### src/rtl/passcode_pkg.sv
// Shared key codes, blank nibble and controller state encoding for the passcode lock.
package passcode_pkg;
  localparam logic [4:0] KEY_ENTER  = 5'd10;
  localparam logic [4:0] KEY_CLEAR  = 5'd11;
  localparam logic [4:0] KEY_CHANGE = 5'd12;
  localparam logic [4:0] KEY_LOCK   = 5'd13;
  localparam logic [3:0] BLANK_NIBBLE = 4'hF;

  typedef enum logic [2:0] {
    LOCKED, CHECK, OPEN, CHG_NEW, CHG_CONFIRM, LOCKOUT
  } state_t;

  function automatic logic is_digit(input logic [4:0] k);
    return k < 5'd10;
  endfunction
endpackage

### src/rtl/passcode_lock_ctrl_if.sv
// Keypad-in / indicator-out bundle of the passcode lock controller.
interface passcode_lock_ctrl_if #(parameter int DIGITS = 4);
  logic [4:0]          key_value;
  logic                key_ready;
  logic [4*DIGITS-1:0] disp_digits;
  logic [3:0]          digit_cnt;
  logic                unlocked;
  logic                locked_out;
  logic                chg_mode;
  logic [3:0]          tries_left;
  logic                ok_pulse;
  logic                err_pulse;

  modport master (output key_value, key_ready,
                  input  disp_digits, digit_cnt, unlocked, locked_out, chg_mode,
                         tries_left, ok_pulse, err_pulse);
  modport slave  (input  key_value, key_ready,
                  output disp_digits, digit_cnt, unlocked, locked_out, chg_mode,
                         tries_left, ok_pulse, err_pulse);
endinterface

### src/rtl/passcode_entry_buf.sv
// Digit shift buffer: newest digit lands in nibble 0; saturates at DIGITS entries.
module passcode_entry_buf
  import passcode_pkg::*;
#(
  parameter int DIGITS = 4
) (
  input  logic                clk,
  input  logic                rst,
  input  logic                clr,
  input  logic                push,
  input  logic [3:0]          digit,
  output logic [4*DIGITS-1:0] digits,
  output logic [3:0]          cnt,
  output logic                full
);
  assign full = (cnt == 4'(DIGITS));

  always_ff @(posedge clk) begin
    if (rst || clr) begin
      digits <= {DIGITS{BLANK_NIBBLE}};
      cnt    <= '0;
    end else if (push && !full) begin
      digits <= {digits[4*DIGITS-5:0], digit};
      cnt    <= cnt + 4'd1;
    end
  end
endmodule

### src/rtl/passcode_lock_ctrl.sv
// Passcode verify/store controller with retry lockout and two-step code change.
// Optional idle auto-relock of the open lock: define PASSCODE_AUTO_RELOCK_EN.
module passcode_lock_ctrl
  import passcode_pkg::*;
#(
  parameter int          DIGITS       = 4,
  parameter int          MAX_TRIES    = 3,
  parameter logic [31:0] LOCKOUT_CYC  = 32'd50_000_000,
  parameter logic [31:0] OPEN_CYC     = 32'd250_000_000,
  parameter logic [31:0] DEFAULT_CODE = 32'h0000_1234
) (
  input logic                  clk,
  input logic                  rst,
  passcode_lock_ctrl_if.slave  kp
);
  localparam int W = 4*DIGITS;

  // Zero-length timers would underflow on load, so reject them at elaboration.
  if (DIGITS < 2 || DIGITS > 8 || MAX_TRIES < 1 || MAX_TRIES > 15 ||
      LOCKOUT_CYC == 0 || OPEN_CYC == 0) begin : g_bad_cfg
    $error("passcode_lock_ctrl: parameter out of range");
  end

  state_t         state, state_nxt;
  logic [W-1:0]   stored, stored_nxt, cand, cand_nxt, entry;
  logic [3:0]     tries, tries_nxt, cnt;
  logic [31:0]    lo_cnt, lo_nxt;
  logic           full, buf_clr, buf_push, key_live;
  logic           ok_nxt, err_nxt, ok_q, err_q, unl_q, lo_q, chg_q;
`ifdef PASSCODE_AUTO_RELOCK_EN
  logic [31:0]    op_cnt, op_nxt;
`endif

  passcode_entry_buf #(.DIGITS(DIGITS)) u_buf (
    .clk(clk), .rst(rst), .clr(buf_clr), .push(buf_push),
    .digit(kp.key_value[3:0]), .digits(entry), .cnt(cnt), .full(full)
  );

  always_comb begin
    state_nxt  = state;
    stored_nxt = stored;
    cand_nxt   = cand;
    tries_nxt  = tries;
    lo_nxt     = lo_cnt;
    ok_nxt     = 1'b0;
    err_nxt    = 1'b0;
    // CHECK and LOCKOUT swallow keys; the other states share digit/CLEAR handling.
    key_live   = kp.key_ready && (state inside {LOCKED, OPEN, CHG_NEW, CHG_CONFIRM});
    buf_push   = key_live && is_digit(kp.key_value);
    buf_clr    = key_live && (kp.key_value == KEY_CLEAR);
    case (state)
      LOCKED: if (key_live && kp.key_value == KEY_ENTER) begin
        if (full) state_nxt = CHECK;
        else begin err_nxt = 1'b1; buf_clr = 1'b1; end
      end
      CHECK: begin
        buf_clr = 1'b1;
        if (entry == stored) begin
          ok_nxt = 1'b1; tries_nxt = 4'(MAX_TRIES); state_nxt = OPEN;
        end else begin
          err_nxt   = 1'b1;
          tries_nxt = tries - 4'd1;
          if (tries_nxt == 4'd0) begin
            state_nxt = LOCKOUT; lo_nxt = LOCKOUT_CYC - 32'd1;
          end else state_nxt = LOCKED;
        end
      end
      OPEN: if (key_live) begin
        if (kp.key_value == KEY_LOCK)        begin state_nxt = LOCKED;  buf_clr = 1'b1; end
        else if (kp.key_value == KEY_CHANGE) begin state_nxt = CHG_NEW; buf_clr = 1'b1; end
      end
      CHG_NEW: if (key_live && kp.key_value == KEY_ENTER) begin
        buf_clr = 1'b1;
        if (full) begin cand_nxt = entry; state_nxt = CHG_CONFIRM; end
        else err_nxt = 1'b1;
      end
      CHG_CONFIRM: if (key_live) begin
        if (kp.key_value == KEY_CLEAR) state_nxt = CHG_NEW;
        else if (kp.key_value == KEY_ENTER) begin
          buf_clr = 1'b1;
          if (!full) err_nxt = 1'b1;
          else begin
            if (entry == cand) begin stored_nxt = entry; ok_nxt = 1'b1; end
            else err_nxt = 1'b1;
            cand_nxt  = '0;
            state_nxt = OPEN;
          end
        end
      end
      LOCKOUT: begin
        buf_clr = 1'b1;
        if (lo_cnt == 32'd0) begin tries_nxt = 4'(MAX_TRIES); state_nxt = LOCKED; end
        else lo_nxt = lo_cnt - 32'd1;
      end
      default: state_nxt = LOCKED;
    endcase
`ifdef PASSCODE_AUTO_RELOCK_EN
    op_nxt = op_cnt;
    if (state inside {OPEN, CHG_NEW, CHG_CONFIRM}) begin
      if (kp.key_ready) op_nxt = OPEN_CYC - 32'd1;
      else if (op_cnt == 32'd0) begin
        state_nxt = LOCKED; buf_clr = 1'b1; cand_nxt = '0;
      end else op_nxt = op_cnt - 32'd1;
    end else if (state_nxt == OPEN) op_nxt = OPEN_CYC - 32'd1;
`endif
  end

  always_ff @(posedge clk) begin
    if (rst) begin
      state  <= LOCKED;
      stored <= DEFAULT_CODE[W-1:0];
      cand   <= '0;
      tries  <= 4'(MAX_TRIES);
      lo_cnt <= '0;
      ok_q   <= 1'b0;
      err_q  <= 1'b0;
      unl_q  <= 1'b0;
      lo_q   <= 1'b0;
      chg_q  <= 1'b0;
`ifdef PASSCODE_AUTO_RELOCK_EN
      op_cnt <= '0;
`endif
    end else begin
      state  <= state_nxt;
      stored <= stored_nxt;
      cand   <= cand_nxt;
      tries  <= tries_nxt;
      lo_cnt <= lo_nxt;
      ok_q   <= ok_nxt;
      err_q  <= err_nxt;
      unl_q  <= state_nxt inside {OPEN, CHG_NEW, CHG_CONFIRM};
      lo_q   <= (state_nxt == LOCKOUT);
      chg_q  <= state_nxt inside {CHG_NEW, CHG_CONFIRM};
`ifdef PASSCODE_AUTO_RELOCK_EN
      op_cnt <= op_nxt;
`endif
    end
  end

  assign kp.disp_digits = entry;
  assign kp.digit_cnt   = cnt;
  assign kp.unlocked    = unl_q;
  assign kp.locked_out  = lo_q;
  assign kp.chg_mode    = chg_q;
  assign kp.tries_left  = tries;
  assign kp.ok_pulse    = ok_q;
  assign kp.err_pulse   = err_q;
endmodule
### src/flat_wrapper.sv
// flat-port wrapper written by rule: the top's interface ports become plain ports
module passcode_lock_ctrl_flat import passcode_pkg::*;
#(
  parameter int          DIGITS       = 4,
  parameter int          MAX_TRIES    = 3,
  parameter logic [31:0] LOCKOUT_CYC  = 32'd50_000_000,
  parameter logic [31:0] OPEN_CYC     = 32'd250_000_000,
  parameter logic [31:0] DEFAULT_CODE = 32'h0000_1234
)
  (clk, rst, kp_key_value, kp_key_ready, kp_disp_digits, kp_digit_cnt, kp_unlocked, kp_locked_out, kp_chg_mode, kp_tries_left, kp_ok_pulse, kp_err_pulse);
  passcode_lock_ctrl_if #(.DIGITS(DIGITS)) kp_i ();
  input logic clk;
  input logic rst;
  input wire logic [$bits(kp_i.key_value)-1:0] kp_key_value;
  input wire logic [$bits(kp_i.key_ready)-1:0] kp_key_ready;
  output wire logic [$bits(kp_i.disp_digits)-1:0] kp_disp_digits;
  output wire logic [$bits(kp_i.digit_cnt)-1:0] kp_digit_cnt;
  output wire logic [$bits(kp_i.unlocked)-1:0] kp_unlocked;
  output wire logic [$bits(kp_i.locked_out)-1:0] kp_locked_out;
  output wire logic [$bits(kp_i.chg_mode)-1:0] kp_chg_mode;
  output wire logic [$bits(kp_i.tries_left)-1:0] kp_tries_left;
  output wire logic [$bits(kp_i.ok_pulse)-1:0] kp_ok_pulse;
  output wire logic [$bits(kp_i.err_pulse)-1:0] kp_err_pulse;
  assign kp_i.key_value = kp_key_value;
  assign kp_i.key_ready = kp_key_ready;
  assign kp_disp_digits = kp_i.disp_digits;
  assign kp_digit_cnt = kp_i.digit_cnt;
  assign kp_unlocked = kp_i.unlocked;
  assign kp_locked_out = kp_i.locked_out;
  assign kp_chg_mode = kp_i.chg_mode;
  assign kp_tries_left = kp_i.tries_left;
  assign kp_ok_pulse = kp_i.ok_pulse;
  assign kp_err_pulse = kp_i.err_pulse;
  passcode_lock_ctrl #(.DIGITS(DIGITS), .MAX_TRIES(MAX_TRIES), .LOCKOUT_CYC(LOCKOUT_CYC), .OPEN_CYC(OPEN_CYC), .DEFAULT_CODE(DEFAULT_CODE)) u_core (.clk(clk), .rst(rst), .kp(kp_i));
endmodule
### config.mk
export PLATFORM = sky130hd
export DESIGN_NAME = passcode_lock_ctrl_flat
export DESIGN_NICKNAME = d
export VERILOG_FILES = /design/src/rtl/passcode_pkg.sv /design/src/rtl/passcode_lock_ctrl_if.sv /design/src/rtl/passcode_entry_buf.sv /design/src/rtl/passcode_lock_ctrl.sv /design/src/flat_wrapper.sv
export SDC_FILE = /design/constraint.sdc
export NUM_CORES = 1
export LEC_CHECK = 0
export ABC_AREA = 1
export CAP_MARGIN = 20
export CORE_MARGIN = 3
export CORE_UTILIZATION = 64
export CTS_BUF_LIST = sky130_fd_sc_hd__clkbuf_16
export DETAILED_ROUTE_END_ITERATION = 8
export PLACE_DENSITY = 0.89
export RECOVER_POWER = 50
export SLEW_MARGIN = 0
export SYNTH_ARGS = -nofsm -noshare
export SYNTH_HDL_FRONTEND = slang
export SYNTH_HIERARCHICAL = 1
export SYNTH_SLANG_ARGS = --single-unit
export TNS_END_PERCENT = 5
### constraint.sdc
create_clock -name clk -period 5.1 [get_ports clk]
set_input_delay 0.51 -clock clk [delete_from_list [all_inputs] [get_ports clk]]
set_output_delay 0.51 -clock clk [all_outputs]
set_load 0.03 [all_outputs]
==> out/metrics.cfg <==
[min_path]
hold_class=reg -> reg

[clock_network]
numCtsBuffers=9
cts_tree=built
htree_levels=3
clk_latency_ns=0.35
cts-resized-gates=0
clkSinkCount=96
clk_pin_slew_ns=0.07
post_cts_buffers=0
cts.path.max_buffers=2
holdBufCountCts=0
cts-root-buf=clkbuf_16

[setup_path]
critPathTopFamily=simple AND/OR/NAND/NOR gates
cpMostUsedCell=nand2_1
slowest_delay_ns=0.53
crit_path_start_kind=flop
end_kind=flop
crit_fanout=37
path_cells=inv_1 -> ha_1 -> nand2_1 -> nor2_1 -> nand4_4 -> nand3_4 -> inv_2 -> nand2_1 -> a21oi_1
arrival_ns=3.06
critPathBufInv=2
path_class=reg -> reg
crit_path_top_delay_cell=nor2_1
required_ns=5.28

[synth]
ys_types=38
ys_seq_area_frac=0.342
avgSynthCellArea_um2=6.67
ys_warn_count=6
syn-num-nets=856
syn_area_mm2=0.00562
synthCells=843
ys_seq_elements=96

[sta]
rsz0062_at_grt=no
slew_headroom=0.306
fin_crit_sh=0.565
fin_crit_ns=2.88
clock_skew_ns=0.00775
finalWorstSetupSlack_ns=2.22
fmax_mhz=347
final_max_slew_viol_count=0
hold_viol_final=0
finalSetupViolCount=0
tightest_slew_ns=1.04
setup_tns_ns=0

[finish]
layout_commonest_cell=nand2_1
regArea_mm2=0.00192
syn2layout_area_growth_pct=10.1
antenna_cells=0
nets=878
multi_input_area_mm2=0.00316
final_cell_mix=261 x nand2_1, 130 x nor2_1, 96 x dfxtp_1
final_layout_size_suffix_gt1_frac=0.130
n_fill_cell=661

[drt]
routedWlPerCell_um=13.7
drtIter0Drc=263
vias=5400
ant_nets=0
vias_per_cell=5.54
drc=0
drt_first_pass_iters=5
totalWireLength_um=13400

[global_route]
grt_pass1_wl_um=22700
antenna_found_initial=0
grt_max_degree=58
grt_pass1_vias=5023
gr-usage-all-layers=0.275
overflow=0

[power_and_ir_drop]
p_per_area_mw_per_mm2=252
peakVddDrop_mv=0.156
leakage_uw=0.00295

[place]
hpwlAfterDp_um=9090
port_buffers=36
pre_cts_slack_ns=2.22
place.gp.congestion=0.941

[floorplanning]
core_mm2=0.00838
dieHeight_um=99.7
placementRows=33
dieWidth_um=99.7
initial_utilization=0.671
dieArea_mm2=0.00994
io_pins=37

[status]
status=complete, no violations

[run]
cap_violations=0

-- per-stage QoR --
| step | power, uW | cells | util | area [um2] | hold WS (ns) |
|---|---|---|---|---|---|
| after floorplan | 858 | 843 | - | 5620 | 0.403 |
| after global placement | 888 | 958 | 0.705 | 5910 | 0.413 |
| after detailed placement | 894 | 959 | 0.706 | 5920 | 0.431 |
| after CTS | 1570 | 975 | 0.741 | 6210 | 0.444 |
| after global routing | 1600 | 975 | 0.738 | 6190 | 0.479 |
| final | 1560 | 975 | 0.738 | 6190 | 0.446 |
-- cells in the mapped netlist --
cell	n	share of area
nor2_2	4	0.0045
nor3_1	1	0.00089
a21oi_1	32	0.028
nand3_4	2	0.0062
nand2_2	24	0.027
inv_2	20	0.013
clkbuf_1	12	0.0080
nand3_2	4	0.0071
buf_4	1	0.0013
xnor2_1	20	0.031
nand4_4	1	0.0038
or2_2	8	0.0089
o21ai_0	4	0.0036
a21boi_1	1	0.0013
nand4_2	1	0.0022
buf_6	5	0.010
buf_8	1	0.0027
o211ai_1	6	0.0080
nor2_1	128	0.085
nor3_2	1	0.0018
inv_1	59	0.039
nand2_8	1	0.0036
nor3b_1	1	0.0013
nand3b_1	4	0.0053
clkinv_2	1	0.00089
buf_2	5	0.0045
xor2_1	10	0.016
nor2_8	1	0.0036
dfxtp_1	96	0.34
nand2_1	261	0.17
nand3_1	74	0.066
o21ai_2	1	0.0016
a21oi_2	27	0.042
ha_1	5	0.011
nor2_4	3	0.0060
nand4_1	12	0.013
buf_12	3	0.011
or2_1	3	0.0033
-- power breakdown --
part           total [uW]  switching [uW]  internal [uW]
logic                96.7            62.2           34.5
registers             778            20.2            758
clock network         686             305            382
total                1560             387           1170
-- sequential cells by signal, summed over array words and instances (netlist names) --
name	flops
u_core/kp.unlocked	1
u_core/lo_cnt	32
u_core/u_buf/cnt	4
u_core/u_buf/digits	16
u_core/stored	16
u_core/kp.chg_mode	1
u_core/kp.locked_out	1
u_core/kp.err_pulse	1
u_core/cand	16
u_core/kp.tries_left	4
u_core/state	3
u_core/kp.ok_pulse	1
-- cell families after synthesis --
family          share of synthesized area
simple gates                        0.424
compound gates                     0.0850
xor+xnor                           0.0467
buf+inv                            0.0908
fa+ha+maj                          0.0111
flops                               0.342
-- metal layers --
metal  wire, um  track usage  up-vias
met2       6820        0.498      162
li1           -            -     2696
met4        305        0.113        0
met5          0            0        -
met3        590       0.0365       35
met1       5670        0.325     2507
-- final cells by class --
type	count	area share
repair buffers	38	0.0605
clock buffers	9	0.0364
inverters	80	0.0487
multi-input cells	640	0.511
well taps	105	0.0212
flip-flops and latches	96	0.311
clock inverters	7	0.0113
-- path summary, 6_finish.rpt --
check / start / to / slack [ns] / depth (start not counted)
max: u_core/lo_cnt[0] / u_core/lo_cnt[25] / 2.22 / 9
min: u_core/lo_cnt[0] / u_core/lo_cnt[0] / 0.45 / 1
max reg2reg: u_core/lo_cnt[0] / u_core/lo_cnt[25] / 2.22 / 9
min reg2reg: u_core/lo_cnt[0] / u_core/lo_cnt[0] / 0.45 / 1
No activity file was read; power rests on OpenSTA's default activity.
